File: src/rtl/sram_ctrl.sv
// sram_ctrl: single-outstanding load/store initiator for gac_sram; registered non-overlapping strobes, RMW for sub-word stores.
// Latency: load ACCESS_CYC+1, word store ACCESS_CYC+3, sub-word store 2*ACCESS_CYC+3, error 1; req_ready held low while busy.
module sram_ctrl #(
   parameter int ACCESS_CYC = 2
) (
   input  logic        clk,
   input  logic        rst_n,
   input  logic        req_valid,
   output logic        req_ready,
   input  logic        req_we,
   input  logic [1:0]  req_size,
   input  logic [31:0] req_addr,
   input  logic [31:0] req_wdata,
   output logic        resp_valid,
   output logic [31:0] resp_rdata,
   output logic        resp_err,
   output logic        sram_cs,
   output logic        sram_oe,
   output logic        sram_we,
   output logic [31:0] sram_addr,
   output logic [31:0] sram_din,
   input  logic [31:0] sram_dout
);

   typedef enum logic [2:0] {
      S_IDLE,
      S_RD,
      S_WS,
      S_WR,
      S_WREC,
      S_RESP,
      S_ERR
   } state_t;

   localparam logic [3:0] CTR_LAST = 4'(ACCESS_CYC - 1);

   state_t      state_q, state_d;
   logic [3:0]  ctr_q, ctr_d;
   logic        we_q;
   logic [1:0]  size_q;
   logic [1:0]  lane_q;
   logic [31:0] wdata_q;

   logic        accept;
   logic        req_err;
   logic        rd_last;
   logic        cs_d, oe_d, we_d, ready_d, rvalid_d, rerr_d;

   assign accept  = req_valid & req_ready & (state_q == S_IDLE);
   assign req_err = (req_size == 2'b11) ||
                    ((req_size == 2'b01) && req_addr[0]) ||
                    ((req_size == 2'b10) && (req_addr[1:0] != 2'b00));
   assign rd_last = (state_q == S_RD) && (ctr_q == CTR_LAST);

   // Replace the addressed byte/half lanes of the read word with store data.
   function automatic logic [31:0] merge_word(input logic [31:0] word, input logic [31:0] wdata,
                                              input logic [1:0] size, input logic [1:0] lane);
      logic [31:0] mask;
      logic [31:0] data;
      if (size == 2'b00) begin
         mask = 32'h0000_00FF << {lane, 3'b000};
         data = {24'b0, wdata[7:0]} << {lane, 3'b000};
      end else begin
         mask = 32'h0000_FFFF << {lane[1], 4'b0000};
         data = {16'b0, wdata[15:0]} << {lane[1], 4'b0000};
      end
      return (word & ~mask) | (data & mask);
   endfunction

   function automatic logic [31:0] extract(input logic [31:0] word, input logic [1:0] size,
                                           input logic [1:0] lane);
      logic [31:0] res;
      case (size)
         2'b00:   res = {24'b0, 8'(word >> {lane, 3'b000})};
         2'b01:   res = {16'b0, 16'(word >> {lane[1], 4'b0000})};
         default: res = word;
      endcase
      return res;
   endfunction

   always_comb begin
      state_d = state_q;
      ctr_d   = ctr_q;
      case (state_q)
         S_IDLE: begin
            if (accept) begin
               ctr_d = 4'd0;
               if (req_err)
                  state_d = S_ERR;
               else if (!req_we || (req_size != 2'b10))
                  state_d = S_RD;
               else
                  state_d = S_WS;
            end
         end
         S_RD: begin
            if (ctr_q == CTR_LAST) begin
               ctr_d   = 4'd0;
               state_d = we_q ? S_WS : S_RESP;
            end else begin
               ctr_d = ctr_q + 4'd1;
            end
         end
         S_WS: begin
            ctr_d   = 4'd0;
            state_d = S_WR;
         end
         S_WR: begin
            if (ctr_q == CTR_LAST)
               state_d = S_WREC;
            else
               ctr_d = ctr_q + 4'd1;
         end
         S_WREC:  state_d = S_RESP;
         S_RESP:  state_d = S_IDLE;
         S_ERR:   state_d = S_IDLE;
         default: state_d = S_IDLE;
      endcase
   end

   // Outputs are decoded from the next state so the flops line up with state_q.
   always_comb begin
      cs_d     = (state_d == S_RD) || (state_d == S_WS) || (state_d == S_WR);
      oe_d     = (state_d == S_RD);
      we_d     = (state_d == S_WR);
      ready_d  = (state_d == S_IDLE);
      rvalid_d = (state_d == S_RESP) || (state_d == S_ERR);
      rerr_d   = (state_d == S_ERR);
   end

   always_ff @(posedge clk or negedge rst_n) begin
      if (!rst_n) begin
         state_q <= S_IDLE;
         ctr_q   <= 4'd0;
      end else begin
         state_q <= state_d;
         ctr_q   <= ctr_d;
      end
   end

   always_ff @(posedge clk or negedge rst_n) begin
      if (!rst_n) begin
         req_ready  <= 1'b0;
         resp_valid <= 1'b0;
         resp_err   <= 1'b0;
         resp_rdata <= 32'd0;
         sram_cs    <= 1'b0;
         sram_oe    <= 1'b0;
         sram_we    <= 1'b0;
         sram_addr  <= 32'd0;
         sram_din   <= 32'd0;
         we_q       <= 1'b0;
         size_q     <= 2'b00;
         lane_q     <= 2'b00;
         wdata_q    <= 32'd0;
      end else begin
         req_ready  <= ready_d;
         resp_valid <= rvalid_d;
         resp_err   <= rerr_d;
         sram_cs    <= cs_d;
         sram_oe    <= oe_d;
         sram_we    <= we_d;
         resp_rdata <= 32'd0;
         if (accept) begin
            we_q    <= req_we;
            size_q  <= req_size;
            lane_q  <= req_addr[1:0];
            wdata_q <= req_wdata;
            if (!req_err) begin
               sram_addr <= {req_addr[31:2], 2'b00};
               if (req_we && (req_size == 2'b10))
                  sram_din <= req_wdata;
            end
         end
         if (rd_last) begin
            if (we_q)
               sram_din <= merge_word(sram_dout, wdata_q, size_q, lane_q);
            else
               resp_rdata <= extract(sram_dout, size_q, lane_q);
         end
      end
   end

endmodule
File: config.mk
export PLATFORM = sky130hd
export DESIGN_NAME = sram_ctrl
export DESIGN_NICKNAME = d
export VERILOG_FILES = /design/src/rtl/sram_ctrl.sv
export SDC_FILE = /design/constraint.sdc
export NUM_CORES = 1
export LEC_CHECK = 0
export CAP_MARGIN = 0
export CORE_UTILIZATION = 30
export DETAILED_ROUTE_END_ITERATION = 6
export SLEW_MARGIN = 0
export SYNTH_ARGS = -nofsm -noshare
export SYNTH_HDL_FRONTEND = slang
export SYNTH_SLANG_ARGS = --single-unit
File: constraint.sdc
create_clock -name clk -period 2.6 [get_ports clk]
set_clock_uncertainty 0.15 [all_clocks]
set_input_delay 0.52 -clock clk [delete_from_list [all_inputs] [get_ports clk]]
set_output_delay 0.52 -clock clk [all_outputs]
set_load 0.01 [all_outputs]
After elaboration in Yosys (flattened, before gate mapping)
Index checks and enable logic that the tools add are counted.
W data, S select, Z words.
{"block": "classes", "n_addsub": 1, "n_eq_ne": 17, "n_shift": 6, "mux": 25, "bitwise_logic": 7, "n_reduce_logical": 18}
{"cell": "$mux W32", "n": 13}
{"cell": "$and A32 B32 Y32", "n": 2}
{"cell": "$pmux W32 S2", "n": 1}
{"cell": "$not A32 Y32", "n": 1}
{"cell": "$or A32 B32 Y32", "n": 1}
{"cell": "$shl A16 B5 Y32", "n": 1}
{"cell": "$shl A16 B5 Y32 const A", "n": 1}
{"cell": "$shl A8 B5 Y32", "n": 1}
{"cell": "$shl A8 B5 Y32 const A", "n": 1}
{"cell": "$shr A32 B5 Y16", "n": 1}
{"cell": "$shr A32 B5 Y8", "n": 1}
{"cell": "$pmux W4 S4", "n": 1}
{"cell": "$mux W3", "n": 5}
{"cell": "$pmux W3 S5", "n": 1}
{"cell": "$eq A3 B2 Y1 const B", "n": 4}
{"cell": "$mux W4", "n": 3}
{"cell": "$eq A3 B3 Y1 const B", "n": 3}
{"cell": "$eq A3 B1 Y1 const B", "n": 2}
{"cell": "$logic_not A3 Y1", "n": 2}
{"cell": "$logic_or A1 B1 Y1", "n": 6}
{"cell": "$ne A2 B2 Y1 const B", "n": 3}
{"cell": "$add A4 B1 Y4 const B", "n": 1}
{"cell": "$eq A2 B1 Y1 const B", "n": 2}
{"cell": "$eq A2 B2 Y1 const B", "n": 2}
{"cell": "11 further kinds", "n": 15}
{"block": "totals", "ff_bits": 128, "input_bits": 102, "output_inout_bits": 102}

Depth between registers and ports, before layout
{"block": "logic_depth", "ltp_word": 10, "ltp_mapped": 7}

Worst setup path before layout
No wires, ideal clock.
{"block": "synth_path", "path_kind": "input to register", "start": "input req_size[0]", "end": "register sram_din[0]", "arrival_time_ps": 1691, "slack_ps": 633, "cell_stages": 5, "path_buffers": 1, "path_cell_list": "nand3b_1 -> nor4b_4 -> nor2_1 -> buf_2 -> a221o_1"}
{"block": "synth_via", "elab_chain_cells": 8, "word_cells_on_any_way": 13, "classes_between": "eq/ne (3); mux (5); reduce/logical (5)"}
{"element": "start: declaration", "line_no": "11", "text": "input logic [1:0] req_size,"}
{"element": "$eq A2 B1 Y1", "line_no": "51", "text": "((req_size == 2'b01) && req_addr[0]) ||"}
{"element": "$logic_and A1 B1 Y1", "line_no": "51"}
{"element": "$logic_or A1 B1 Y1", "line_no": "50", "text": "assign req_err = (req_size == 2'b11) ||"}
{"element": "$logic_or A1 B1 Y1", "line_no": "51"}
{"element": "$mux W32 *", "line_no": "169", "text": "if (!req_err) begin"}
{"element": "$mux W32 *", "line_no": "164", "text": "if (accept) begin"}
{"element": "$mux W32", "line_no": "176", "text": "if (we_q)"}
{"element": "$mux W32 *", "line_no": "175", "text": "if (rd_last) begin"}
{"element": "end signal: assignment", "line_no": "172", "text": "sram_din <= req_wdata;"}
{"element": "end signal: assignment", "line_no": "177", "text": "sram_din <= merge_word(sram_dout, wdata_q, size_q, lane_q);"}
{"element": "end: declaration", "line_no": "21", "text": "output logic [31:0] sram_din,"}
Mark *: on every way between the ends. The rest lies on a longest branch, timed or not.
A chain may end at the register's enable or synchronous reset.

Final worst setup path
{"block": "layout_path", "start": "register state_q[1]", "end": "register sram_din[30]"}
{"block": "layout_via", "elab_chain_cells": 5, "word_cells_on_any_way": 7, "classes_between": "eq/ne (1); mux (3); bitwise (1); reduce/logical (2)"}
{"element": "start: declaration", "line_no": "37", "text": "state_t state_q, state_d;"}
{"element": "start signal: assignment", "line_no": "136", "text": "state_q <= state_d;"}
{"element": "$logic_not A3 Y1", "line_no": "49", "text": "assign accept = req_valid & req_ready & (state_q == S_IDLE);"}
{"element": "$and A1 B1 Y1", "line_no": "49"}
{"element": "$mux W32", "line_no": "164"}
{"element": "$mux W32", "line_no": "176"}
{"element": "$mux W32 *", "line_no": "175"}
Marked as above.

==> flow_summary.yaml <==
placement:
  place.gp.congestion: 0.8248
  dp_hpwl_um: 13760
  placed_area_mm2: 0.008209
  numPortBuffers: 201
synth:
  ys_seq_elements: 128
  syn_area_per_cell_um2: 11.83
  synth_warnings: 0
  synth_fa_ha_area_share_pct: 0.4309
  netlist_area_mm2: 0.005807
  synthCells: 491
  synth_xor_area_share_pct: 0
  synthDistinctLibCells: 51
  yosysTopAreaCell: "dfrtp_1"
  synth.area.mux_share_pct: 9.869
  synth_area_leaders: "dfrtp_1, mux2_2, a221o_1, a21oi_1, a211oi_1"
  synth_top_family_by_area: "compound AO/OA/AOI/OAI gates"
  synth-seq-area-share_pct: 55.16
  synth_compound_area_share_pct: 19.95
  synthSimpleGateAreaFrac_pct: 10.92
  yosysTopAreaCellShare_pct: 55.16
power_and_ir_drop:
  internal_power_mw: 6.553
  p_comb_share_pct: 41.7
  ir_drop_mv: 0.4611
  p_clk_share_pct: 24.9
  pwr-share-seq_pct: 33.4
  p_sw_share_pct: 34.67
  power_density_mw_per_mm2: 1133
  leakage_nw: 3.742
  p_switching_mw: 3.477
run:
  cap_violations: 0
sta:
  tightest_slew_ps: 769.8
  setup_viol: 0
  timing.hold.ws_ps: 355.1
  clock.fmax_mhz: 438.8
  finalCriticalPeriod_ps: 2279
  hold_viol: 0
  rsz0062_at_grt: "false"
  slew_headroom_pct: 48.56
  finalMaxSlewViolations: 0
  fin_crit_sh_pct: 87.64
setup_path:
  cp_slowest_cell: "dfrtp_1"
  r2r_cells: 5
  worstPathRequired_ps: 2760
  timing.rr.start: "state_q[1]$_DFF_PN0_"
  critical-path-max-stage-delay_ps: 520
  crit_fanout: 32
  cp_cell_sequence: "nand4bb_4 > nor4b_4 > buf_4 > mux2i_1 > o21ai_1"
  cp-end-kind: "flop"
  rr_endpoint: "sram_din[30]$_DFF_PN0_"
  cp.arrival_ps: 2440
  critPathKind: "reg2reg"
  regToRegSetupSlack_ps: 320
  startpoint_type: "flop"
route:
  drtIter0Drc: 465
  vias: 5017
  drc_errors: 0
  firstDrtPassIters: 5
  antenna_left: 0
  wire_per_inst_um: 18.93
  drt_wl_total_um: 18310
  post_drt_via_cell_ratio: 5.188
floorplanning:
  die_h_um: 141.1
  die-area_mm2: 0.01992
  core_region_area_mm2: 0.01883
  io_pins: 204
  num_rows: 50
  die-width_um: 141.1
  initial_core_util_pct: 30.84
min_path:
  worstHoldStart: "sram_addr[15]$_DFFE_PN0P_"
  whs_path_depth: 1
  min_delay_worst_endpoint: "sram_addr[15]$_DFFE_PN0P_"
  worstHoldPathType: "reg2reg"
global_route:
  gr-total-overflow: 0
  grt_pass1_vias: 4945
  grt_use_total_pct: 18.71
  antenna_found_initial: 0
  grt_pass1_wl_um: 28170
  grt_max_degree: 45
final_layout:
  fin_nets: 798
  multi_input_area_mm2: 0.002420
  area_growth_syn_to_layout_pct: 52.42
  design_area_mm2: 0.008851
  area.sequential_mm2: 0.003203
  fillCellCount: 1702
  drive_gt1_share_pct: 17.82
  n_antenna_cell: 0
clock_network:
  clkTransAtPathRegs_ps: 60
  numCtsBuffers: 17
  cts_root_buf: "clkbuf_16"
  clock_latency_ps: 420
  htreeDepth: 4
  post_cts_buffers: 0
  clockBufferDepth: 2
  cts.sinks: 128
  tritoncts: "built"
outcome:
  outcome: "completed"
power by group through the flow:
stage          clock network, mW  logic [mW]  registers (mW)
5_1_grt                     2.64        4.49            3.45
3_5_place_dp                   0        4.16            3.37
4_1_cts                     2.54        4.19            3.35
2_1_floorplan                  0        2.01            3.49
6_report                    2.49        4.18            3.35
3_3_place_gp                   0        4.07            3.36
Yosys cell counts (all sizes together):
cell type  number
dfrtp         128
or4             2
o21ai          21
and3b           3
a211o           1
a21o            9
nand3          18
o31ai           3
nand4bb         2
ha              2
a2111oi         1
a211oi         17
o41a            1
nor2b          11
o221a           8
nand3b          1
and4            1
o31a            2
o211a           1
or2             1
mux2i           1
conb            1
nor2           23
nor3           10
o22ai           9
o21bai          1
and3           17
or3             1
mux2           50
nand2b          1
a221o          31
nor3b           3
nand2           1
buf            16
a21oi          42
nor4            3
or3b            3
inv             5
a22o            3
nand4           1
a22oi           8
nor4b           1
clkbuf         27
stage by stage:
stage / util (%) / TNS, ps / setup WS (ps) / power [mW] / cells
floorplan: - / 0 / 632.7 / 5.497 / 492
global placement: 43.59 / -4145 / -137.2 / 7.436 / 934
finish: 47.00 / 0 / 321.2 / 10.03 / 967
CTS: 46.98 / 0 / 221.4 / 10.08 / 967
detailed placement: 43.59 / -6091 / -212.7 / 7.526 / 934
global route: 47.00 / 0 / 199.9 / 10.58 / 967
layer usage:
layer	wire length [um]	vias to the layer above	share of wire (%)	track usage, %
li1	-	2274	-	-
met1	8323	2470	45	26.17
met2	8266	244	45	28.14
met3	1280	29	7.0	4.246
met4	439	0	2.4	6.979
met5	0	-	0	0
registers in the layout, indices dropped and copies added, names as in the netlist:
| register | flops |
|---|---|
| sram_din | 32 |
| state_q | 3 |
| resp_rdata | 32 |
| resp_err | 1 |
| sram_addr | 30 |
| lane_q | 2 |
| resp_valid | 1 |
| ctr_q | 4 |
| we_q | 1 |
| wdata_q | 16 |
| req_ready | 1 |
| size_q | 2 |
| sram_oe | 1 |
| sram_cs | 1 |
| sram_we | 1 |
worst max-delay path: cells and delay by family (launching register included):
kind	cells	cell delay (ps)
and+or+nand+nor	2	740
buffers and inverters	1	410
muxes	1	270
DFF	1	520
AOI/OAI and AO/OA	1	80
placed cells by master, fill, tap and decap left out, drive strengths merged, types with 8 or more instances in the layout:
master,synthesis,final
o221a,8,8
a21oi,42,42
o22ai,9,9
nand3,18,18
nor2b,11,11
a221o,31,31
mux2,50,50
and3,17,17
nor3,10,10
clkbuf,27,17
o21ai,21,21
clkdlybuf4s50,0,200
a211oi,17,17
inv,5,12
buf,16,25
a22oi,8,8
a21o,9,9
dfrtp,128,128
nor2,23,23
cell families (layout without fill, tap and decap cells):
| group | after synthesis | after routing |
|---|---|---|
| AO/OA/AOI/OAI | 158 | 158 |
| flip-flops | 128 | 128 |
| AND/OR/NAND/NOR | 103 | 103 |
| multiplexers | 51 | 51 |
| buffers and inverters | 48 | 263 |
| adder cells (fa/ha/maj) | 2 | 2 |
| other | 1 | 2 |
timing repair:
item	4_1_cts	5_1_grt
hold buffers	1	0
gates resized for setup	1	1
hold endpoints to repair	41	0
setup endpoints to repair	7	4
cell type report:
cell class / instances / share of cell area [%]
Clock buffer: 17 / 4.806
Clock inverter: 15 / 2.219
Inverter: 5 / 0.2120
Multi-Input combinational cell: 316 / 27.34
Sequential cell: 128 / 36.19
Tap cell: 260 / 3.675
Timing Repair Buffer: 226 / 25.56
how the worst max path moves through the flow:
| stage | slack, ps | from | endpoint | cells after the start |
|---|---|---|---|---|
| final | 320 | state_q[1]$_DFF_PN0_ | sram_din[30]$_DFF_PN0_ | 5 |
| after global routing | 200 | size_q[1]$_DFFE_PN0N_ | sram_din[31]$_DFF_PN0_ | 5 |
| after CTS | 220 | lane_q[0]$_DFFE_PN0N_ | sram_din[17]$_DFF_PN0_ | 4 |
| after detailed placement | -210 | req_size[0] | sram_din[2]$_DFF_PN0_ | 5 |
| after global placement | -140 | req_size[0] | sram_din[3]$_DFF_PN0_ | 5 |
| after floorplan | 630 | req_size[0] | sram_din[0]$_DFF_PN0_ | 5 |
Power figures use the tool's default switching activity.
